`src/rtl/atomic_counter_reader_if.sv`:
```
// Read link between the snapshot reader (master) and the atomic counter (slave).
// The reader raises req_o/atomic_o. The counter answers with a one-cycle ack_i and count_i in the same cycle.
// Signal names are taken from the reader's side of the link.
interface atomic_counter_reader_if #(
   parameter int COUNT_W = 32
);
   logic               req_o;
   logic               atomic_o;
   logic               ack_i;
   logic [COUNT_W-1:0] count_i;

   modport master (
      output req_o,
      output atomic_o,
      input  ack_i,
      input  count_i
   );

   modport slave (
      input  req_o,
      input  atomic_o,
      output ack_i,
      output count_i
   );
endinterface

```
`src/rtl/atomic_counter_reader.sv`:
```
// Two-beat snapshot reader. Beat 1 is an atomic read that returns the low word and freezes the high word. Beat 2 returns the frozen high word.
// Latency: start_i to valid_o is 5 cycles when the counter acks on the first req cycle. Each beat aborts after TIMEOUT_CYCLES cycles without ack.
// Backpressure: start_i is ignored while busy. Optional feature macro ACR_DELTA_EN adds delta_o, the wrapping difference from the previous snapshot.
module atomic_counter_reader #(
   parameter int COUNT_W        = 32,
   parameter int TIMEOUT_CYCLES = 16
) (
   input  logic                   clk,
   input  logic                   reset,
   input  logic                   start_i,
   atomic_counter_reader_if.master bus,
   output logic                   busy_o,
   output logic                   valid_o,
   output logic [2*COUNT_W-1:0]   value_o,
   output logic                   timeout_o
`ifdef ACR_DELTA_EN
   ,
   output logic [2*COUNT_W-1:0]   delta_o
`endif
);

   localparam int WAIT_W = (TIMEOUT_CYCLES > 2) ? $clog2(TIMEOUT_CYCLES) : 1;
   localparam logic [WAIT_W-1:0] WAIT_LAST = WAIT_W'(TIMEOUT_CYCLES - 1);

   typedef enum logic [2:0] {
      IDLE   = 3'd0,
      REQ_LO = 3'd1,
      GAP    = 3'd2,
      REQ_HI = 3'd3,
      DONE   = 3'd4
   } state_t;

   state_t               state_q, state_d;
   logic [WAIT_W-1:0]    wait_q, wait_d;
   logic [COUNT_W-1:0]   lo_q, lo_d;
   logic [COUNT_W-1:0]   hi_q, hi_d;
   logic [2*COUNT_W-1:0] value_q, value_d;
   logic                 valid_q, valid_d;
   logic                 timeout_q, timeout_d;
   logic                 req_q, req_d;
   logic                 atomic_q, atomic_d;
`ifdef ACR_DELTA_EN
   logic [2*COUNT_W-1:0] prev_q, prev_d;
   logic [2*COUNT_W-1:0] delta_q, delta_d;
`endif

   // Next-state and next-output decode; req/atomic follow the state being entered so they are registered
   always_comb begin
      state_d   = state_q;
      wait_d    = wait_q;
      lo_d      = lo_q;
      hi_d      = hi_q;
      value_d   = value_q;
      valid_d   = 1'b0;
      timeout_d = 1'b0;
`ifdef ACR_DELTA_EN
      prev_d    = prev_q;
      delta_d   = delta_q;
`endif
      case (state_q)
         IDLE: begin
            if (start_i) begin
               state_d = REQ_LO;
               wait_d  = '0;
            end
         end
         REQ_LO: begin
            // An ack on the last allowed cycle still wins over the abort
            if (bus.ack_i) begin
               lo_d    = bus.count_i;
               state_d = GAP;
            end else if (wait_q == WAIT_LAST) begin
               state_d   = IDLE;
               timeout_d = 1'b1;
            end else begin
               wait_d = wait_q + WAIT_W'(1);
            end
         end
         GAP: begin
            // One idle cycle forces req low between the two beats
            state_d = REQ_HI;
            wait_d  = '0;
         end
         REQ_HI: begin
            if (bus.ack_i) begin
               hi_d    = bus.count_i;
               state_d = DONE;
            end else if (wait_q == WAIT_LAST) begin
               state_d   = IDLE;
               timeout_d = 1'b1;
            end else begin
               wait_d = wait_q + WAIT_W'(1);
            end
         end
         DONE: begin
            value_d = {hi_q, lo_q};
            valid_d = 1'b1;
`ifdef ACR_DELTA_EN
            delta_d = {hi_q, lo_q} - prev_q;
            prev_d  = {hi_q, lo_q};
`endif
            state_d = IDLE;
         end
         default: state_d = IDLE;
      endcase
      req_d    = (state_d == REQ_LO) || (state_d == REQ_HI);
      atomic_d = (state_d == REQ_LO);
   end

   // State and registered outputs; synchronous reset overrides everything
   always_ff @(posedge clk) begin
      if (reset) begin
         state_q   <= IDLE;
         wait_q    <= '0;
         lo_q      <= '0;
         hi_q      <= '0;
         value_q   <= '0;
         valid_q   <= 1'b0;
         timeout_q <= 1'b0;
         req_q     <= 1'b0;
         atomic_q  <= 1'b0;
`ifdef ACR_DELTA_EN
         prev_q    <= '0;
         delta_q   <= '0;
`endif
      end else begin
         state_q   <= state_d;
         wait_q    <= wait_d;
         lo_q      <= lo_d;
         hi_q      <= hi_d;
         value_q   <= value_d;
         valid_q   <= valid_d;
         timeout_q <= timeout_d;
         req_q     <= req_d;
         atomic_q  <= atomic_d;
`ifdef ACR_DELTA_EN
         prev_q    <= prev_d;
         delta_q   <= delta_d;
`endif
      end
   end

   assign bus.req_o    = req_q;
   assign bus.atomic_o = atomic_q;
   assign busy_o       = (state_q != IDLE);
   assign valid_o      = valid_q;
   assign value_o      = value_q;
   assign timeout_o    = timeout_q;
`ifdef ACR_DELTA_EN
   assign delta_o      = delta_q;
`endif

endmodule

```
`src/flat_wrapper.sv`:
```
// flat-port wrapper written by rule: the top's interface ports become plain ports
module atomic_counter_reader_flat 
#(
   parameter int COUNT_W        = 32,
   parameter int TIMEOUT_CYCLES = 16
)
  (clk, reset, start_i, busy_o, valid_o, value_o, timeout_o, bus_req_o, bus_atomic_o, bus_ack_i, bus_count_i);
  atomic_counter_reader_if #(.COUNT_W(COUNT_W)) bus_i ();
  input  logic clk;
  input  logic reset;
  input  logic start_i;
  output logic busy_o;
  output logic valid_o;
  output logic [2*COUNT_W-1:0] value_o;
  output logic timeout_o;
  output wire logic [$bits(bus_i.req_o)-1:0] bus_req_o;
  output wire logic [$bits(bus_i.atomic_o)-1:0] bus_atomic_o;
  input wire logic [$bits(bus_i.ack_i)-1:0] bus_ack_i;
  input wire logic [$bits(bus_i.count_i)-1:0] bus_count_i;
  assign bus_req_o = bus_i.req_o;
  assign bus_atomic_o = bus_i.atomic_o;
  assign bus_i.ack_i = bus_ack_i;
  assign bus_i.count_i = bus_count_i;
  atomic_counter_reader #(.COUNT_W(COUNT_W), .TIMEOUT_CYCLES(TIMEOUT_CYCLES)) u_core (.clk(clk), .reset(reset), .start_i(start_i), .bus(bus_i), .busy_o(busy_o), .valid_o(valid_o), .value_o(value_o), .timeout_o(timeout_o));
endmodule
```
`config.mk`:
```
export PLATFORM = sky130hd
export DESIGN_NAME = atomic_counter_reader_flat
export DESIGN_NICKNAME = d
export VERILOG_FILES = /design/src/rtl/atomic_counter_reader_if.sv /design/src/rtl/atomic_counter_reader.sv /design/src/flat_wrapper.sv
export SDC_FILE = /design/constraint.sdc
export NUM_CORES = 1
export LEC_CHECK = 0
export BUFFER_PORTS_ARGS = -buffer_cell sky130_fd_sc_hd__buf_2
export CAP_MARGIN = 20
export CORE_UTILIZATION = 48
export DETAILED_ROUTE_END_ITERATION = 8
export PLACE_DENSITY = 0.74
export SLEW_MARGIN = 20
export SYNTH_ARGS = -nofsm -noshare
export SYNTH_HDL_FRONTEND = slang
export SYNTH_SLANG_ARGS = --single-unit
```
`constraint.sdc`:
```
create_clock -name clk -period 1.55 [get_ports clk]
set_clock_uncertainty 0.05 [all_clocks]
set_input_delay 0.0775 -clock clk [delete_from_list [all_inputs] [get_ports clk]]
set_output_delay 0.0775 -clock clk [all_outputs]
set_load 0.01 [all_outputs]
```
Word-level counts from Yosys, hierarchy flattened
Cells that the tools add are included. Widths: inputs -> output; s select.

Latch bits: 0. Word-level logic and storage cells: 41. Bits in registers: 139. Bits of input ports: 36. Bits in read-only memories: 0. Memories: 0. Memory bits (writable): 0.

Reduce and logical (&&, ||, !) cells: 9. Equal/unequal tests: 10. Shifts and indexed selects: 0. Bitwise gates (word level): 1. Magnitude comparators: 0. Multiply operators: 0. Muxes and demuxes: 11. Divide/modulo/power cells: 0. Add/subtract/negate cells: 1.

Operators with widths (count): $mux 3 (4); $mux 4 (3); $pmux 3 s4 (1); $pmux 4 s3 (1); $eq 3x2->1 const B (3); $eq 3x1->1 const B (2); $ne 2x2->1 const B (3); $reduce_bool 3->1 (2); $add 4x1->4 const B (1); $eq 4x4->1 const B (1); $reduce_and 2->1 (2); $reduce_and 4->1 (1); $eq 3x3->1 const B (1); $logic_not 3->1 (1); $reduce_or 3->1 (1); $mux 1 (2); $reduce_or 2->1 (1); $logic_or 1x1->1 (1); $not 1->1 (1).

Longest topological paths before layout
Depth in word-level cells: 6. Gate-level depth with buffers: 6. Mapped depth without buffers: 4.

Least setup slack after synthesis
No wires, ideal clock.

Kind: flip-flop to flip-flop. From: register u_core.wait_q[0]. To: register u_core.wait_q[3]. Path buffers: 0. Stages on the path, launching flop included: 5. Data arrival time: 1306 ps. Data required time: 1358 ps. Clock period less this slack: 1498 ps. Path slack: 52 ps. Cell sequence: dfxtp_1 > ha_1 > and3_1 > a2111oi_2 > a311oi_1.

Word-level cells in the longest chain between the ends: 4.

Ends and longest elaborated chain: start, declared (RTL line atomic_counter_reader.sv:34) `logic [WAIT_W-1:0] wait_q, wait_d;`; start signal, assigned (RTL line atomic_counter_reader.sv:128) `wait_q <= wait_d;`; $add 4x1->4 (RTL line atomic_counter_reader.sv:76, atomic_counter_reader.sv:92); $mux 4 (RTL line atomic_counter_reader.sv:72, atomic_counter_reader.sv:88); $mux 4 (RTL line atomic_counter_reader.sv:69) `if (bus.ack_i) begin`; $pmux 4 s3 (RTL line atomic_counter_reader.sv:60) `case (state_q)`.

Parallel ways exist; a longest one is shown, timed or not. The select of a mux whose other input is x is not followed. A chain may end at the register's enable or synchronous reset.

Final worst setup path
From: register u_core.state_q[0]. To: output port busy_o.

Word-level cells in the longest chain between the ends: 1.

Ends and longest elaborated chain: start, declared (RTL line atomic_counter_reader.sv:33) `state_t state_q, state_d;`; start signal, assigned (RTL line atomic_counter_reader.sv:127) `state_q <= state_d;`; $reduce_bool 3->1 (RTL line atomic_counter_reader.sv:145) `assign busy_o = (state_q != IDLE);`; end, declared (RTL line flat_wrapper.sv:12) `output logic busy_o;`.

Every way passes these cells.

==> impl_metrics.env <==
export IMPL_cp_end_kind="output port"
export IMPL_clk_pin_slew_ns=0.06
export IMPL_synth_warning_count=0
export IMPL_die_area_um2=10700
export IMPL_synth_most_common_cell="nand2_1"
export IMPL_synth_distinct_cells=36
export IMPL_hp_class="in -> reg"
export IMPL_r2r_setup_slack_ns=0
export IMPL_placedCellCount=826
export IMPL_ir_drop_v=0.000649
export IMPL_root_buffer="clkbuf_8"
export IMPL_setup_worst_path_end="busy_o"
export IMPL_finalMaxSlewViolations=0
export IMPL_grt_pass1_wl_um=18700
export IMPL_place_gp_congestion=0.912
export IMPL_relSlewSlack=0.722
export IMPL_drv_cap=0
export IMPL_dp_hpwl_um=7340
export IMPL_dpl_worst_slack_ns=-0.0325
export IMPL_clkLatencyLatePin_ns=0.51
export IMPL_synth_top_area_frac=0.564
export IMPL_via_count=4590
export IMPL_whs_ns=0.311
export IMPL_required_ns=1.42
export IMPL_fmax_ghz=0.630
export IMPL_ys_seq_elements=139
export IMPL_cts_buffers=17
export IMPL_die_height_um=103
export IMPL_syn_cell_area_um2=4940
export IMPL_stdcell_count=900
export IMPL_grt_max_degree=70
export IMPL_wl_per_cell_um=14.3
export IMPL_synth_edff_count=0
export IMPL_fin_tns_setup_ns=-0.0382
export IMPL_grt_usage=0.232
export IMPL_cp_max_fo=5
export IMPL_outcome="finished, violations left"
export IMPL_finalCritPeriodShare=1.02
export IMPL_fin_crit_ns=1.59
export IMPL_synth_seq_area_share=0.564
export IMPL_drt_iter0_markers=243
export IMPL_critPathLaunch="u_core.state_q[0]$_SDFF_PP0_"
export IMPL_r2r_end="u_core.value_o[36]$_SDFFE_PP0P_"
export IMPL_fillCellCount=786
export IMPL_via_per_inst=5.10
export IMPL_setup_ws_ns=-0.0382
export IMPL_final_nets=792
export IMPL_postRouteWirelength_um=12900
export IMPL_firstDrtPassIters=5
export IMPL_rsz0062_at_grt="true"
export IMPL_ios=105
export IMPL_arrival_ns=1.46
export IMPL_power_leakage_uw=0.00264
export IMPL_initial_utilization=0.500
export IMPL_clock_sinks=139
export IMPL_areaGrowthSynthToFinish_pct=38.2
export IMPL_synthArstFlopShare=0
export IMPL_synthTopCellsByCount="nand2_1 (258), dfxtp_1 (139), a21oi_1 (129)"
export IMPL_drive_gt1_frac=0.257
export IMPL_synth_flop_cell="dfxtp_1"
export IMPL_synth_top_cell_by_area="dfxtp_1"
export IMPL_synthTopCellsByArea="dfxtp_1 (56%), nand2_1 (20%), a21oi_1 (13%), buf_2 (2.2%), clkbuf_1 (1.4%)"
export IMPL_antenna_cells=0
export IMPL_syn_inst=619
export IMPL_drc=0
export IMPL_path_class="reg -> out"
export IMPL_syn_avg_cell_area_um2=7.97
export IMPL_fp_coreArea_um2=9860
export IMPL_synth_nets=656
export IMPL_p_per_area_nw_per_um2=1170
export IMPL_finalHoldViolations=0
export IMPL_postRouteAntennaNets=0
export IMPL_r2r_cells=6
export IMPL_first_global_vias=4082
export IMPL_total_power_uw=7960
export IMPL_portBuffers=104
export IMPL_rr_startpoint="u_core.state_q[0]$_SDFF_PP0_"
export IMPL_overflow=0
export IMPL_antenna_found_initial=0
export IMPL_die_x_um=103
export IMPL_rows=36
export IMPL_setup_viol=1
export IMPL_cts_htree_levels=4
export IMPL_ctsLongestPathBuffers=2
export IMPL_cts_tree="yes"
export IMPL_worst_pin_slew_ns=0.413
export IMPL_violations="setup timing"
export IMPL_startpoint_type="flip-flop"
repair_timing:
action	CTS	global route
cloned	0	3
buffers inserted	3	2
hold buffers	35	0
endpoints found under the setup margin	3	84
endpoints found under the hold margin	72	0
pin swaps	1	3
gates resized for setup	7	42
per-layer routing:
| metal | part of all wire | vias up | track usage |
|---|---|---|---|
| met5 | 0 | - | 0 |
| met4 | 0.012 | 0 | 0.0834 |
| met3 | 0.058 | 16 | 0.0733 |
| met2 | 0.51 | 142 | 0.384 |
| met1 | 0.42 | 2135 | 0.283 |
| li1 | - | 2297 | - |
worst min-delay path by stage:
| stage | startpoint | end | slack, ns | cells past startpoint |
|---|---|---|---|---|
| 5_1_grt | bus_count_i[12] | u_core.lo_q[12]$_SDFFE_PP0P_ | 0.30 | 4 |
| 4_1_cts | reset | u_core.wait_q[1]$_SDFFE_PP0P_ | 0.27 | 3 |
| 6_report | bus_count_i[27] | u_core.lo_q[27]$_SDFFE_PP0P_ | 0.31 | 4 |
| 3_5_place_dp | reset | u_core.wait_q[1]$_SDFFE_PP0P_ | 0.29 | 2 |
| 2_1_floorplan | bus_count_i[0] | u_core.hi_q[0]$_SDFFE_PP0P_ | 0.16 | 2 |
| 3_3_place_gp | bus_count_i[11] | u_core.lo_q[11]$_SDFFE_PP0P_ | 0.28 | 3 |
logic make-up (layout without fill, tap and decap cells):
kind of cell | after synthesis | count (layout) | share of synthesized area
mux | 1 | 1 | 0.00203
compound gates | 143 | 143 | 0.152
buf+inv | 51 | 199 | 0.0477
flops | 139 | 139 | 0.564
simple gates | 284 | 284 | 0.232
fa+ha+maj | 1 | 1 | 0.00253
cell usage in the layout, fill, tap and decap left out, drive strengths merged, types with 2 or more instances in the layout:
master,synthesis,routed
nand2,258,258
dfxtp,139,139
a21oi,129,129
buf,28,127
dlygate4sd3,0,35
clkbuf,20,25
clkinv,0,7
a31oi,5,5
nor3,5,5
inv,3,3
nor2,3,3
and3,3,3
nor3b,2,2
nand3,2,2
o211ai,2,2
bufinv,0,2
or3,2,2
area by class of cell:
cell class	instances	area, µm²	area share
timing repair buffer	165	1230	0.181
clock buffer	22	463	0.0679
multi-input combinational	429	2070	0.303
sequential	139	2790	0.408
clock inverter	9	95.1	0.0139
inverter	3	11.3	0.00165
tap	133	166	0.0244
worst max-delay path, stage by stage, from the launching register on:
cell and delay (ns):
dfxtp_2 0.32, buf_6 0.12, or3_4 0.38, buf_6 0.13
power by group:
| part | switching, µW | leakage (µW) | internal, µW | total (µW) |
|---|---|---|---|---|
| Combinational | 258 | 0.00124 | 237 | 495 |
| Clock | 1410 | 0.000284 | 2390 | 3800 |
| Sequential | 32.2 | 0.00112 | 3630 | 3660 |
metrics by stage:
step	cell area [µm²]	utilization
2_1_floorplan	4940	-
3_3_place_gp	5620	0.570
3_5_place_dp	5620	0.570
4_1_cts	6590	0.668
5_1_grt	6820	0.692
6_report	6820	0.692
flip-flops by register name, summed over array words and instances, names as in the netlist:
signal / flops
u_core.value_o: 64
u_core.hi_q: 32
u_core.lo_q: 32
u_core.wait_q: 4
u_core.state_q: 3
u_core.bus.atomic_o: 1
u_core.bus.req_o: 1
u_core.timeout_o: 1
u_core.valid_o: 1
Note: power is estimated with default switching activity, not from simulation.
